[src/rtl/mult8_seq_ctrl_if.sv]
// Handshake bundle for the sequential 8x8 multiplier.
// master = requester/consumer side, slave = the multiplier block.
interface mult8_seq_ctrl_if;
    logic        in_valid;
    logic        in_ready;
    logic [7:0]  a;
    logic [7:0]  b;
    logic        out_valid;
    logic        out_ready;
    logic [15:0] product;

    modport master (
        output in_valid, a, b, out_ready,
        input  in_ready, out_valid, product
    );

    modport slave (
        input  in_valid, a, b, out_ready,
        output in_ready, out_valid, product
    );
endinterface

[src/rtl/mult8_seq_ctrl.sv]
// Sequential 8x8 unsigned multiplier built from one 4x4 array multiplier.
// Four MUL cycles each add one shifted nibble product into an accumulator;
// the result is then held in DONE until the consumer takes it.
module mult8_seq_ctrl (
    input  logic                   clk,
    input  logic                   rst,
    mult8_seq_ctrl_if.slave        bus,
    output logic                   busy,
    output logic [7:0]             ops_cnt
);

    typedef enum logic [1:0] {
        S_IDLE = 2'd0,
        S_MUL  = 2'd1,
        S_DONE = 2'd2
    } state_t;

    state_t      r_state;
    state_t      w_state_nxt;
    logic [1:0]  r_step;
    logic [7:0]  r_a;
    logic [7:0]  r_b;
    logic [15:0] r_acc;
    logic [15:0] r_product;
    logic        r_out_valid;
    logic [7:0]  r_ops_cnt;

    logic        w_in_ready;
    logic        w_accept;
    logic        w_out_hs;
    logic [3:0]  w_mul_x;
    logic [3:0]  w_mul_y;
    logic [7:0]  w_pp;
    logic [15:0] w_pp_shift;
    logic [15:0] w_acc_sum;

    // Ready only in IDLE and never while reset is asserted.
    assign w_in_ready = (r_state == S_IDLE) && !rst;
    assign w_accept   = bus.in_valid && w_in_ready;
    assign w_out_hs   = (r_state == S_DONE) && bus.out_ready;

    assign bus.in_ready  = w_in_ready;
    assign bus.out_valid = r_out_valid;
    assign bus.product   = r_product;
    assign busy          = (r_state != S_IDLE);
    assign ops_cnt       = r_ops_cnt;

    // Select the nibble pair for the current step.
    always_comb begin
        // NOTE: every always_comb output gets a default first so no path leaves it unassigned and infers a latch.
        w_mul_x = r_a[3:0];
        w_mul_y = r_b[3:0];
        case (r_step)
            2'd0: begin w_mul_x = r_a[3:0]; w_mul_y = r_b[3:0]; end
            2'd1: begin w_mul_x = r_a[7:4]; w_mul_y = r_b[3:0]; end
            2'd2: begin w_mul_x = r_a[3:0]; w_mul_y = r_b[7:4]; end
            2'd3: begin w_mul_x = r_a[7:4]; w_mul_y = r_b[7:4]; end
            default: ;
        endcase
    end

    // 4x4 array multiplier: one AND-row per multiplier bit, summed with its weight.
    always_comb begin
        w_pp = '0;
        for (int i = 0; i < 4; i++) begin
            if (w_mul_y[i]) begin
                w_pp = w_pp + (8'(w_mul_x) << i);
            end
        end
    end

    // Weight the partial product by the nibble positions of this step.
    always_comb begin
        w_pp_shift = {8'h00, w_pp};
        case (r_step)
            2'd0:       w_pp_shift = {8'h00, w_pp};
            2'd1, 2'd2: w_pp_shift = {4'h0, w_pp, 4'h0};
            2'd3:       w_pp_shift = {w_pp, 8'h00};
            default: ;
        endcase
    end

    assign w_acc_sum = r_acc + w_pp_shift;

    // Next-state logic for IDLE -> MUL -> DONE -> IDLE.
    always_comb begin
        w_state_nxt = r_state;
        case (r_state)
            S_IDLE: if (w_accept)        w_state_nxt = S_MUL;
            S_MUL:  if (r_step == 2'd3)  w_state_nxt = S_DONE;
            S_DONE: if (bus.out_ready)   w_state_nxt = S_IDLE;
            default:                     w_state_nxt = S_IDLE;
        endcase
    end

    // State register with synchronous reset.
    always_ff @(posedge clk) begin
        // NOTE: sequential state uses non-blocking assignments so every register samples pre-edge values.
        if (rst) begin
            r_state <= S_IDLE;
        end else begin
            r_state <= w_state_nxt;
        end
    end

    // Operand capture, accumulation, result register and handshake counter.
    always_ff @(posedge clk) begin
        // NOTE: every datapath register is reset, so an abandoned operation leaves no stale operands or product.
        if (rst) begin
            r_step      <= 2'd0;
            r_a         <= 8'h00;
            r_b         <= 8'h00;
            r_acc       <= 16'h0000;
            r_product   <= 16'h0000;
            r_out_valid <= 1'b0;
            r_ops_cnt   <= 8'h00;
        end else begin
            if (w_accept) begin
                r_a    <= bus.a;
                r_b    <= bus.b;
                r_acc  <= 16'h0000;
                r_step <= 2'd0;
            end else if (r_state == S_MUL) begin
                r_acc  <= w_acc_sum;
                r_step <= r_step + 2'd1;
                if (r_step == 2'd3) begin
                    r_product   <= w_acc_sum;
                    r_out_valid <= 1'b1;
                end
            end
            if (w_out_hs) begin
                r_out_valid <= 1'b0;
                r_ops_cnt   <= r_ops_cnt + 8'd1;
            end
        end
    end

endmodule

[src/flat_wrapper.sv]
// flat-port wrapper written by rule: the top's interface ports become plain ports
module mult8_seq_ctrl_flat 
  (clk, rst, busy, ops_cnt, bus_in_valid, bus_a, bus_b, bus_out_ready, bus_in_ready, bus_out_valid, bus_product);
  mult8_seq_ctrl_if bus_i ();
  input  logic clk;
  input  logic rst;
  output logic busy;
  output logic [7:0] ops_cnt;
  input wire logic [$bits(bus_i.in_valid)-1:0] bus_in_valid;
  input wire logic [$bits(bus_i.a)-1:0] bus_a;
  input wire logic [$bits(bus_i.b)-1:0] bus_b;
  input wire logic [$bits(bus_i.out_ready)-1:0] bus_out_ready;
  output wire logic [$bits(bus_i.in_ready)-1:0] bus_in_ready;
  output wire logic [$bits(bus_i.out_valid)-1:0] bus_out_valid;
  output wire logic [$bits(bus_i.product)-1:0] bus_product;
  assign bus_i.in_valid = bus_in_valid;
  assign bus_i.a = bus_a;
  assign bus_i.b = bus_b;
  assign bus_i.out_ready = bus_out_ready;
  assign bus_in_ready = bus_i.in_ready;
  assign bus_out_valid = bus_i.out_valid;
  assign bus_product = bus_i.product;
  mult8_seq_ctrl u_core (.clk(clk), .rst(rst), .bus(bus_i), .busy(busy), .ops_cnt(ops_cnt));
endmodule
[config.mk]
export PLATFORM = sky130hd
export DESIGN_NAME = mult8_seq_ctrl_flat
export DESIGN_NICKNAME = d
export VERILOG_FILES = /design/src/rtl/mult8_seq_ctrl_if.sv /design/src/rtl/mult8_seq_ctrl.sv /design/src/flat_wrapper.sv
export SDC_FILE = /design/constraint.sdc
export NUM_CORES = 1
export LEC_CHECK = 0
export ABC_CLOCK_PERIOD_IN_PS = 5800
export CORE_UTILIZATION = 51
export DETAILED_ROUTE_END_ITERATION = 8
export PLACE_DENSITY_LB_ADDON = 0.12
export SLEW_MARGIN = 20
export SYNTH_ARGS = -nofsm -noshare
export SYNTH_HDL_FRONTEND = slang
export SYNTH_SLANG_ARGS = --single-unit
[constraint.sdc]
create_clock -name clk -period 5.8 [get_ports clk]
set_input_delay 1.16 -clock clk [delete_from_list [all_inputs] [get_ports clk]]
set_output_delay 1.16 -clock clk [all_outputs]
set_load 0.005 [all_outputs]
==> flow_summary.json <==
{
  "vdd_drop_max_uv": 145,
  "arrival_ns": 5.93,
  "finalClockSkew_ns": 0.00931,
  "io_buffers": 46,
  "antenna_found_initial": 0,
  "layout_common_cells": "nand2_1, dfxtp_1, buf_4",
  "hold_viol": 0,
  "cp.required_ns": 6.06,
  "synth_compound_area_frac": 0.202,
  "grt_pass1_wl_um": 16800,
  "dr_total_vias": 3814,
  "root_buffer": "clkbuf_8",
  "first_pass_iters": 5,
  "setup_tns_ns": 0,
  "htreeDepth": 3,
  "routed_wl_um": 10800,
  "avgRoutedWirePerCell_um": 15.9,
  "rsz0062_at_grt": "true",
  "rows": 31,
  "max_stage_delay_ns": 0.53,
  "min_path_type": "flip-flop to flip-flop",
  "insertion_delay_ns": 0.34,
  "endpoint_kind": "flip-flop",
  "vias_per_cell": 5.63,
  "fp.coreArea_um2": 7370,
  "final_antenna_net_count": 0,
  "drc": 0,
  "layout_commonest_cell": "nand2_1",
  "gr-total-overflow": 0,
  "fin_util": 0.716,
  "final_nets": 631,
  "ys_seq_area_frac": 0.311,
  "max_freq_mhz": 176,
  "post-dp-hpwl_um": 7560,
  "ioPinCount": 47,
  "path_clk_slew_ns": 0.07,
  "synth_nets": 547,
  "timing.final.crit_share": 0.977,
  "syn-cell-area_um2": 3930,
  "syn_inst": 492,
  "grt_max_degree": 57,
  "min_period_ns": 5.67,
  "leakagePower_nw": 2.09,
  "status": "finished clean",
  "synth-simple-area-share": 0.226,
  "synth_xor_area_frac": 0.0490,
  "post-place-ws_ns": -0.257,
  "relSlewSlack": 0.303,
  "crit_slowest_cell": "fa_2",
  "syn_area_per_cell_um2": 7.99,
  "start_util": 0.533,
  "crit_path_start_kind": "flip-flop",
  "ys_warn_count": 0,
  "p_per_area_nw_per_um2": 166,
  "drive_gt1_frac": 0.244,
  "cts_tree": "yes",
  "dp.cells": 647,
  "die_area_um2": 8060,
  "synth_enable_flop_cells": 0,
  "clock_path_buffers": 2,
  "gr-usage-all-layers": 0.256,
  "n_fill_cell": 572,
  "numClockSinks": 61,
  "fp.dieH_um": 89.8,
  "synth_top_family_by_area": "simple AND/OR/NAND/NOR gates",
  "crit_type": "flip-flop to flip-flop",
  "fp.dieW_um": 89.8,
  "drtIter0Drc": 164,
  "synthFlopType": "dfxtp_1",
  "path_common_cell": "mux2_4",
  "yosys.area_share.adder": 0.119,
  "crit_fanout": 4,
  "diodes": 0,
  "slew_violations": 0,
  "grt_pass1_vias": 3432,
  "cts_made_buffers": 9,
  "fin_ws_ns": 0.132,
  "tightest_slew_ns": 1.05,
  "drv_cap": 0,
  "setup_viol": 0,
  "synthMuxAreaShare": 0.0516,
  "finalNonFillerCells": 678,
  "synthArstFlopShare": 0,
  "crit_family": "adder cells",
  "crit_buf_inv": 2,
  "synth_cell_types": 56,
  "ys_ff_latch": 61,
  "area_delta_synth_final_pct": 34.3,
  "multi_input_area_um2": 2850,
  "gp_congestion": 0.981,
  "register_area_um2": 1230
}
-- per-stage QoR --
step | area (µm²) | power [mW] | hold WS (ns)
2_1_floorplan | 3930 | 0.501 | 0.433
4_1_cts | 4920 | 0.866 | 0.461
5_1_grt | 5280 | 0.909 | 0.486
3_3_place_gp | 4660 | 0.536 | 0.444
3_5_place_dp | 4660 | 0.538 | 0.449
6_report | 5280 | 0.876 | 0.458
-- cells in the mapped netlist, types with 5 or more instances --
library cell  number  area [µm²]
nand4_1            5        31.3
mux2i_1            9        90.1
a21oi_1           55         275
nor3_1            12        60.1
a21o_1             8        60.1
o21ai_0           23         115
xnor2_1           12         105
o21a_1             5        37.5
nor2b_1            5        31.3
dfxtp_1           61        1220
clkbuf_1          16        60.1
mux2_2             6        67.6
xor2_1            10        87.6
nand2_1           83         312
inv_1             18        67.6
nand3_1           17        85.1
nor2_1            38         143
a211oi_1           5        37.5
ha_1              31         388
-- where the power goes --
| group | leakage [nW] | internal [mW] | switching (mW) |
|---|---|---|---|
| clock network | 0.0840 | 0.161 | 0.168 |
| registers | 0.495 | 0.426 | 0.00844 |
| logic | 1.52 | 0.0497 | 0.0634 |
| total | 2.09 | 0.636 | 0.240 |
-- registers in the layout, summed over array words and instances (netlist names) --
signal and cells:
u_core.r_step 2, u_core.r_b 8, u_core.bus.product 16, u_core.r_state 2, u_core.ops_cnt 8, u_core.bus.out_valid 1, u_core.r_acc 16, u_core.r_a 8
-- path summary, 6_finish.rpt --
path / from / to / slack [ns] / cells after the start
min reg2reg: u_core.r_acc[0]$_SDFFE_PP0N_ / u_core.r_acc[0]$_SDFFE_PP0N_ / 0.46 / 2
max reg2reg: u_core.r_step[1]$_SDFFE_PP0N_ / u_core.r_acc[14]$_SDFFE_PP0N_ / 0.13 / 25
min: u_core.r_acc[0]$_SDFFE_PP0N_ / u_core.r_acc[0]$_SDFFE_PP0N_ / 0.46 / 2
max: u_core.r_step[1]$_SDFFE_PP0N_ / u_core.r_acc[14]$_SDFFE_PP0N_ / 0.13 / 25
-- layout make-up --
type                            count  share of cell area
Inverter                           18              0.0138
Clock inverter                      4             0.00498
Multi-Input combinational cell    390               0.540
Clock buffer                       10              0.0261
Sequential cell                    61               0.233
Timing Repair Buffer               96               0.159
Tap cell                           99              0.0235
-- per-layer routing --
metal,routed length [µm],share of wire,global-route usage,vias up
met1,5030,0.47,0.350,1805
li1,-,-,-,1897
met3,427,0.040,0.0448,14
met2,5190,0.48,0.421,98
met4,155,0.014,0.0560,0
met5,0,0,0,-
-- worst min-delay path, stage by stage (launching register included) --
cell     delay, ns
dfxtp_1       0.31
nand2_1       0.05
a21oi_1       0.05
-- repair_timing --
action	in CTS	in global routing
buffers inserted	1	16
setup endpoints to repair	17	20
endpoints found under the hold margin	0	0
pin swaps	2	29
resized for setup	25	60
hold buffers	0	0
-- cells by family (layout without fill, tap and decap cells) --
group / after synthesis / after routing
and+or+nand+nor: 188 / 188
AOI/OAI and AO/OA: 128 / 128
DFF: 61 / 61
buffers and inverters: 41 / 128
adders and majority gates: 35 / 35
xor gates and xnor gates: 22 / 22
muxes: 17 / 17
(Power assumes the default switching activity.)
